--- src/rtl/alarm_time_keeper.sv ---
// Time-of-day keeper for the alarm clock: BCD HHMM clock with minute prescaler,
// alarm register, show-alarm sampling and keypad digit entry for both times.
module alarm_time_keeper #(
  parameter int unsigned CLKS_PER_MIN = 15360
) (
  input  logic        clk,
  input  logic        reset,
  input  logic [3:0]  key,
  input  logic        key_valid,
  input  logic        load_time,
  input  logic        load_alarm,
  input  logic        show_alarm_key,
  output logic [15:0] current_time,
  output logic [15:0] alarm_time,
  output logic        one_minute,
  output logic        show_alarm,
  output logic        entry_active,
  output logic [15:0] key_buffer
);

  localparam int unsigned PW = (CLKS_PER_MIN > 2) ? $clog2(CLKS_PER_MIN) : 1;
  localparam logic [PW-1:0] PRE_LAST = PW'(CLKS_PER_MIN - 1);

  typedef enum logic {
    ST_IDLE  = 1'b0,
    ST_ENTRY = 1'b1
  } state_e;

  state_e        state_q, state_d;
  logic [PW-1:0] prescale_q, prescale_d;
  logic [15:0]   time_q, time_d;
  logic [15:0]   alarm_q, alarm_d;
  logic [15:0]   buf_q, buf_d;
  logic          minute_q, minute_d;
  logic          show_q;

  logic tc;
  logic key_ok;
  logic buf_ok;

  // One-minute step of a packed BCD HHMM value, wrapping 23:59 to 00:00.
  function automatic logic [15:0] bcd_inc(input logic [15:0] t);
    logic [3:0] ht, hu, mt, mu;
    {ht, hu, mt, mu} = t;
    if (mu != 4'd9) begin
      mu = mu + 4'd1;
    end else begin
      mu = 4'd0;
      if (mt != 4'd5) begin
        mt = mt + 4'd1;
      end else begin
        mt = 4'd0;
        if (ht == 4'd2 && hu == 4'd3) begin
          ht = 4'd0;
          hu = 4'd0;
        end else if (hu == 4'd9) begin
          hu = 4'd0;
          ht = ht + 4'd1;
        end else begin
          hu = hu + 4'd1;
        end
      end
    end
    return {ht, hu, mt, mu};
  endfunction

  assign tc     = (prescale_q == PRE_LAST);
  assign key_ok = key_valid && (key <= 4'd9);
  assign buf_ok = ((buf_q[15:12] < 4'd2) || (buf_q[15:12] == 4'd2 && buf_q[11:8] <= 4'd3))
                  && (buf_q[7:4] <= 4'd5);

  always_ff @(posedge clk or posedge reset) begin
    if (reset) begin
      state_q    <= ST_IDLE;
      prescale_q <= '0;
      time_q     <= 16'h0000;
      alarm_q    <= 16'h0000;
      buf_q      <= 16'h0000;
      minute_q   <= 1'b0;
      show_q     <= 1'b0;
    end else begin
      state_q    <= state_d;
      prescale_q <= prescale_d;
      time_q     <= time_d;
      alarm_q    <= alarm_d;
      buf_q      <= buf_d;
      minute_q   <= minute_d;
      show_q     <= show_alarm_key;
    end
  end

  // Free-running timekeeping by default; a committed load_time overrides it.
  always_comb begin
    state_d    = state_q;
    prescale_d = tc ? '0 : prescale_q + PW'(1);
    time_d     = tc ? bcd_inc(time_q) : time_q;
    minute_d   = tc;
    alarm_d    = alarm_q;
    buf_d      = buf_q;

    unique case (state_q)
      ST_IDLE: begin
        if (key_ok) begin
          buf_d   = {12'h000, key};
          state_d = ST_ENTRY;
        end
      end
      ST_ENTRY: begin
        if (load_time || load_alarm) begin
          buf_d   = 16'h0000;
          state_d = ST_IDLE;
          if (load_time && !load_alarm && buf_ok) begin
            time_d     = buf_q;
            prescale_d = '0;
            minute_d   = 1'b0;
          end else if (load_alarm && !load_time && buf_ok) begin
            alarm_d = buf_q;
          end
        end else if (key_ok) begin
          buf_d = {buf_q[11:0], key};
        end
      end
      default: state_d = ST_IDLE;
    endcase
  end

  assign current_time = time_q;
  assign alarm_time   = alarm_q;
  assign one_minute   = minute_q;
  assign show_alarm   = show_q;
  assign entry_active = (state_q == ST_ENTRY);
  assign key_buffer   = buf_q;

endmodule
--- config.mk ---
export PLATFORM = sky130hd
export DESIGN_NAME = alarm_time_keeper
export DESIGN_NICKNAME = d
export VERILOG_FILES = /design/src/rtl/alarm_time_keeper.sv
export SDC_FILE = /design/constraint.sdc
export NUM_CORES = 1
export LEC_CHECK = 0
export CORE_MARGIN = 2
export CORE_UTILIZATION = 46
export CTS_BUF_LIST = sky130_fd_sc_hd__clkbuf_8
export CTS_CLUSTER_SIZE = 30
export DETAILED_ROUTE_END_ITERATION = 16
export PLACE_DENSITY = 0.78
export SLEW_MARGIN = 0
export SYNTH_ARGS = -nofsm -noshare
export SYNTH_HDL_FRONTEND = slang
export SYNTH_SLANG_ARGS = --single-unit
--- constraint.sdc ---
create_clock -name clk -period 5.1 [get_ports clk]
set_clock_uncertainty 0.05 [all_clocks]
set_input_delay 1.275 -clock clk [delete_from_list [all_inputs] [get_ports clk]]
set_output_delay 1.275 -clock clk [all_outputs]
set_load 0.05 [all_outputs]
==> run summary, run 1 <==
Post-CTS Resized -> 0
Fin crit share -> 0.612
Pre-antenna DRT Iters -> 5
ANT cells -> 0
Die Area -> 0.00744 mm²
Avg WL per Cell -> 17.6 µm
CTS root buffer -> clkbuf_8
Fin cells -> 436
Number of global-route vias before repair -> 2617
Crit path launch -> load_alarm
Iter 0 DRT Violations -> 183
Total CTS buffers -> 9
Total setup buffers inserted after CTS -> 0
Critical path launch point type -> primary input
DR DRC count -> 0
Asr flop ratio synth -> 1.00
Ports -> 61
CP Max Fanout -> 23
DIE HEIGHT -> 86.3 µm
Post-synth cell types -> 52
CP Data Required Time -> 5250 ps
DR vias -> 2621
Final HPWL DP -> 5270 µm
IO buf count -> 60
YS warnings -> 0
Main flop type after synthesis -> dfrtp_1
Hold Crit Class -> reg -> reg
Setup violators final -> 0
Max-slew headroom -> 0.411
Pwr/cell area -> 445 mW/mm²
Reg clk slew, reported paths -> 60 ps
Status -> finished clean
Synthesized area -> 0.00311 mm²
Horiz. Die Dim -> 86.3 µm
Setup TNS -> 0 ps
Post-synth net total -> 307
WHS -> 432 ps
Rows -> 29
Fmax -> 320 MHz
First-pass GRT wire length -> 13200 µm
Post-DR vias/cell -> 6.01
Kind of critical path -> in -> reg
Core area -> 0.00646 mm²
RSZ-0062 raised after global routing -> false
Final Instance Area -> 0.00397 mm²
Total clock sinks -> 65
CTS Buffer Depth -> 2
Metal2 WL -> 3630 µm
Post-synthesis sequential area ratio -> 0.522
Leakage power -> 1.71 nW
Post-route ant nets -> 0
DR WL met3 -> 502 µm
Max-slew violation count -> 0
Final WL -> 7690 µm
RD Place Congestion -> 0.843
Minimum clock period -> 3120 ps
Top routing layer in use -> met4
Seq cells post-synth -> 65
Nature of the critical path endpoint -> flop
Worst-margin pin slew -> 884 ps
Max rail drop VDD -> 0.283 mV
Met1 WL -> 3450 µm
Instance area at placement -> 0.00378 mm²
Number of instances in the placed design -> 421
Mapped Cells -> 292
Initial antenna violation count -> 0
TritonCTS clock tree -> built
Number of H-tree levels -> 3
Final #Nets -> 370
Syn_area_per_cell -> 10.7 µm²
Worst R2R Start -> key_buffer[10]
Initial Util -> 0.482
Hold Buf Count CTS -> 0
Share of cells above drive strength 1 -> 0.0836
Clk Latency, worst-skew pair -> 340 ps
Total gr overflow -> 0
Number of enable flip-flop cells after synthesis -> 0
Max-cap check violation count -> 0
Pin count of the biggest net entering global routing -> 40
Hold_sp -> prescale_q[0]
Area grow syn2layout -> 27.6%
Arrival @ worst endpoint -> 3280 ps
Overall routing resource usage -> 0.227
Endpoints failing hold -> 0
==> flip-flops by register name (all words and copies together), names as in the netlist <==
signal / cells
current_time: 16
show_alarm: 1
key_buffer: 16
entry_active: 1
alarm_time: 16
prescale_q: 14
one_minute: 1
==> layout by cell type (no fill, tap or decap), drive strengths merged, types with 2 or more instances in the layout <==
cell | synthesis | routed
mux2i | 5 | 5
buf | 4 | 2
o22ai | 2 | 2
nor2b | 2 | 2
inv | 9 | 10
clkbuf | 6 | 11
or3 | 2 | 2
a211o | 2 | 2
a31oi | 7 | 7
and3 | 3 | 3
clkinv | 0 | 2
a21oi | 10 | 10
xor2 | 4 | 4
mux2 | 13 | 13
and3b | 2 | 2
o31ai | 2 | 2
a22o | 12 | 12
nand4b | 3 | 3
and2 | 7 | 7
nor3 | 6 | 6
or3b | 2 | 2
clkdlybuf4s50 | 0 | 60
dfrtp | 65 | 65
nand2 | 24 | 24
xnor2 | 7 | 7
nor2 | 26 | 26
o21ai | 11 | 11
o211ai | 2 | 2
nand3 | 12 | 12
ha | 5 | 5
o41ai | 4 | 4
or4 | 2 | 2
nor4 | 5 | 5
nand4 | 12 | 12
a211oi | 3 | 3
==> cells in the mapped netlist, drive strengths merged, types with 2 or more instances <==
cell / number / area share
dfrtp: 65 / 0.52
nor2: 26 / 0.031
nand2: 24 / 0.029
mux2: 13 / 0.047
a22o: 12 / 0.034
nand3: 12 / 0.021
nand4: 12 / 0.024
o21ai: 11 / 0.018
a21oi: 10 / 0.016
inv: 9 / 0.011
a31oi: 7 / 0.014
and2: 7 / 0.014
xnor2: 7 / 0.020
clkbuf: 6 / 0.0072
nor3: 6 / 0.0096
ha: 5 / 0.020
mux2i: 5 / 0.016
nor4: 5 / 0.012
buf: 4 / 0.0084
o41ai: 4 / 0.011
xor2: 4 / 0.011
a211oi: 3 / 0.0072
and3: 3 / 0.0060
nand4b: 3 / 0.0084
a211o: 2 / 0.0056
and3b: 2 / 0.0056
nor2b: 2 / 0.0040
o211ai: 2 / 0.0048
o22ai: 2 / 0.0060
o31ai: 2 / 0.0048
or3: 2 / 0.0040
or3b: 2 / 0.0064
or4: 2 / 0.0060
==> cell families (layout without fill, tap and decap cells) <==
family,count (synthesis),count (layout),share of synthesized area
xor gates and xnor gates,11,11,0.0309
AOI/OAI and AO/OA,60,60,0.138
buffers and inverters,19,86,0.0265
muxes,18,18,0.0631
adders and majority gates,5,5,0.0201
and+or+nand+nor,114,114,0.199
DFF,65,65,0.522
==> final cells by class <==
class	count	area, µm²
clock buffer	11	151
clock inverter	4	43.8
fill	558	2490
inverter	9	33.8
multi-input combinational	208	1410
sequential	65	1630
tap	77	96.3
timing repair buffer	62	616
==> where the power goes <==
group | internal (mW) | switching, mW
combinational | 0.216 | 0.399
sequential | 0.599 | 0.120
clock | 0.246 | 0.188
==> per-layer routing <==
metal / vias up / track usage
met5: - / 0
met4: 0 / 0.0781
met3: 9 / 0.0533
met2: 112 / 0.352
met1: 1293 / 0.315
li1: 1207 / -
==> metrics by stage <==
step                worst slack, ps   util  power (mW)
finish                         1980  0.615        1.77
detailed placement             1650  0.585        1.34
floorplan                      2150      -        1.13
global route                   1790  0.615        1.86
CTS                            2010  0.615        1.78
global placement               1690  0.585        1.32
==> worst max-delay path, cell delays in order <==
cell             delay, ps
clkdlybuf4s50_1        460
and3b_1                250
nand3_1                610
nand2_1                590
nor2_1                  90
==> final timing paths <==
kind,slack [ps],cells past startpoint,to
setup / recovery,1980,5,prescale_q[4]
hold / removal,430,1,prescale_q[0]
setup reg to reg,2560,4,prescale_q[4]
hold reg to reg,430,1,prescale_q[0]
max in group asynchronous,2790,3,key_buffer[7]
min in group asynchronous,1360,2,current_time[12]
Power figures use the tool's default switching activity.
==> run 2, diff against run 1 <==
--- a/config.mk
+++ b/config.mk
@@ -10,7 +10,7 @@
 export CTS_BUF_LIST = sky130_fd_sc_hd__clkbuf_8
 export CTS_CLUSTER_SIZE = 30
 export DETAILED_ROUTE_END_ITERATION = 16
-export PLACE_DENSITY = 0.78
+export PLACE_DENSITY = 0.81
 export SLEW_MARGIN = 0
 export SYNTH_ARGS = -nofsm -noshare
 export SYNTH_HDL_FRONTEND = slang
==> constraint.sdc (replaced) <==
create_clock -name clk -period 2.8 [get_ports clk]
set_clock_uncertainty 0.05 [all_clocks]
set_input_delay 0.7 -clock clk [delete_from_list [all_inputs] [get_ports clk]]
set_output_delay 0.7 -clock clk [all_outputs]
set_load 0.05 [all_outputs]
==> run 2 against run 1 <==
Against the previous run: power rose by 87%; critical path depth fell by 4; count of clock-buffer cells in the layout fell by 2; combinational power rose by 84%; final area rose by 2.4%; hold slack improved by 1.7 ps; register-to-register slack got worse by 2000 ps; sequential share of layout area fell by 0.97 points; core utilization rose by 1.5 points; global-route usage fell by 0.82 points; largest cell class unchanged; via count rose by 2.7%; setup slack got worse by 1600 ps.
==> run summary, run 2 (synthesis results as in run 1) <==
Status -> finished clean (unchanged)
Max-slew headroom -> 0.388 (was 0.411)
Horiz. Die Dim -> 86.3 µm (unchanged)
RD Place Congestion -> 0.878 (was 0.843)
Total gr overflow -> 0 (unchanged)
Pin count of the biggest net entering global routing -> 66 (was 40)
CP Data Required Time -> 2050 ps (was 5250 ps)
Number of global-route vias before repair -> 2668 (was 2617)
Commonest non-fill, non-tap cell in the layout -> dfrtp_1 (unchanged)
Worst-margin pin slew -> 919 ps (was 884 ps)
DIE HEIGHT -> 86.3 µm (unchanged)
Minimum clock period -> 2460 ps
CTS Buffer Depth -> 2 (unchanged)
Area grow syn2layout -> 30.7% (was 27.6%)
Instance area at placement -> 0.00385 mm² (was 0.00378 mm²)
Total clock sinks -> 65 (unchanged)
Pwr/cell area -> 814 mW/mm² (was 445 mW/mm²)
CP Max Fanout -> 8 (was 23)
Clk network pwr share -> 0.266 (was 0.245)
Final WS setup -> 343 ps (was 1980 ps)
DR DRC count -> 0 (unchanged)
Crit path launch -> current_time[1] (was load_alarm)
Core area -> 0.00646 mm² (unchanged)
CP delay by family, top -> buffers and inverters (was simple AND/OR/NAND/NOR gates)
Rows -> 29 (unchanged)
Comb pwr share -> 0.341 (was 0.348)
IO buf count -> 60 (unchanged)
Worst R2R Start -> current_time[1] (was key_buffer[10])
Final WL -> 7650 µm (was 7690 µm)
ANT cells -> 0 (unchanged)
Reg clk slew, reported paths -> 70 ps (was 60 ps)
Commonest non-fill, non-tap cells in the layout -> dfrtp_1 (65), clkdlybuf4s50_1 (60), nor2_1 (26), nand2_1 (24) (unchanged)
Overall routing resource usage -> 0.219 (was 0.227)
Critical path launch point type -> flop (was primary input)
Pre-antenna DRT Iters -> 5 (unchanged)
P_sw -> 1.31 mW (was 0.707 mW)
Power Internal -> 2.00 mW (was 1.06 mW)
Post-route ant nets -> 0 (unchanged)
RSZ-0062 raised after global routing -> false (unchanged)
Initial Util -> 0.482 (unchanged)
Hold Crit Class -> reg -> reg (unchanged)
Final HPWL DP -> 5420 µm (was 5270 µm)
Arrival @ worst endpoint -> 1710 ps (was 3280 ps)
Post-place setup slack -> 364 ps (was 1650 ps)
Final Power -> 3.31 mW (was 1.77 mW)
Nature of the critical path endpoint -> primary output (was flop)
Total setup buffers inserted after CTS -> 0 (unchanged)
Sequential power share -> 0.393 (was 0.407)
Worst path max stage delay -> 860 ps (was 610 ps)
Setup TNS -> 0 ps (unchanged)
Hold_sp -> prescale_q[0] (unchanged)
Iter 0 DRT Violations -> 252 (was 183)
Avg WL per Cell -> 17.2 µm (was 17.6 µm)
Hold Buf Count CTS -> 0 (unchanged)
Share of cells above drive strength 1 -> 0.109 (was 0.0836)
Number of H-tree levels -> 3 (unchanged)
Slowest cell on the critical path -> clkdlybuf4s50_1 (was nand3_1)
Post-CTS Resized -> 0 (unchanged)
Fin util -> 0.630 (was 0.615)
Max rail drop VDD -> 0.704 mV (was 0.283 mV)
Cell Chain, Critical Path -> clkdlybuf4s50_1 (was clkdlybuf4s50_1, and3b_1, nand3_1, nand2_1, nor2_1)
Fin crit share -> 0.877
Kind of critical path -> reg -> out (was in -> reg)
Final Instance Area -> 0.00407 mm² (was 0.00397 mm²)
Setup violators final -> 0 (unchanged)
Total CTS buffers -> 9 (unchanged)
Die Area -> 0.00744 mm² (unchanged)
DR vias -> 2691 (was 2621)
TritonCTS clock tree -> built (unchanged)
Ports -> 61 (unchanged)
Max-cap check violation count -> 0 (unchanged)
Endpoints failing hold -> 0 (unchanged)
Final #Nets -> 378 (was 370)
CP bufs+invs -> 1 (unchanged)
Max-slew violation count -> 0 (unchanged)
First-pass GRT wire length -> 12700 µm (was 13200 µm)
Fmax -> 407 MHz
Leakage power -> 1.74 nW (was 1.71 nW)
CTS root buffer -> clkbuf_8 (unchanged)
Post-DR vias/cell -> 6.05 (was 6.01)
Initial antenna violation count -> 0 (unchanged)
Clk Latency, worst-skew pair -> 350 ps (was 340 ps)
Net Sw Frac -> 0.395 (was 0.400)
[run 2: cell count changes in the layout (fill, tap and decap cells not counted), sizes merged]
| cell | before | now |
|---|---|---|
| clkinv | 2 | 1 |
| clkinvlp | 0 | 4 |
| inv | 10 | 9 |
| clkbuf | 11 | 9 |
| bufinv | 1 | 2 |
| buf | 2 | 10 |
[run 2: path summary, 6_finish.rpt]
kind / to / slack [ps] / depth (start not counted)
max: current_time[1] / 340 / 1
max reg2reg: current_time[15] / 600 / 4
min reg2reg: prescale_q[0] / 430 / 1
min: prescale_q[0] / 430 / 1
min in group asynchronous: one_minute / 670 / 3
max in group asynchronous: key_buffer[8] / 1740 / 3
[run 2: metrics by stage]
| stage | std cells | hold slack [ps] |
|---|---|---|
| 2_1_floorplan | 292 | 405 |
| 3_3_place_gp | 429 | 420 |
| 3_5_place_dp | 429 | 420 |
| 4_1_cts | 445 | 435 |
| 5_1_grt | 445 | 459 |
| 6_report | 445 | 434 |
[run 2: layer usage]
layer | GRT usage | part of all wire
met1 | 0.280 | 0.42
met2 | 0.359 | 0.50
met3 | 0.0438 | 0.054
met4 | 0.102 | 0.023
met5 | 0 | 0
[run 2: layout make-up]
class                           count  area (µm²)
Clock inverter                      7        95.1
Fill cell                         524        2390
Inverter                            9        33.8
Tap cell                           77        96.3
Timing Repair Buffer               70         688
Multi-Input combinational cell    208        1410
Sequential cell                    65        1630
Clock buffer                        9         124
[run 2: power groups by stage]
stage | clock network (mW) | registers [mW] | logic (mW)
after floorplan | 0 | 1.65 | 0.402
after CTS | 0.889 | 1.30 | 1.14
after detailed placement | 0 | 1.32 | 1.13
after global placement | 0 | 1.32 | 1.11
after global routing | 0.934 | 1.33 | 1.21
final | 0.881 | 1.30 | 1.13
==> run 3, diff against run 2 <==
--- a/config.mk
+++ b/config.mk
@@ -8,7 +8,7 @@
 export CORE_MARGIN = 2
 export CORE_UTILIZATION = 46
 export CTS_BUF_LIST = sky130_fd_sc_hd__clkbuf_8
-export CTS_CLUSTER_SIZE = 30
+export CTS_CLUSTER_SIZE = 28
 export DETAILED_ROUTE_END_ITERATION = 16
 export PLACE_DENSITY = 0.81
 export SLEW_MARGIN = 0
==> results of run 3 <==
Final layout, timing and power as in run 2 (identical DEF).
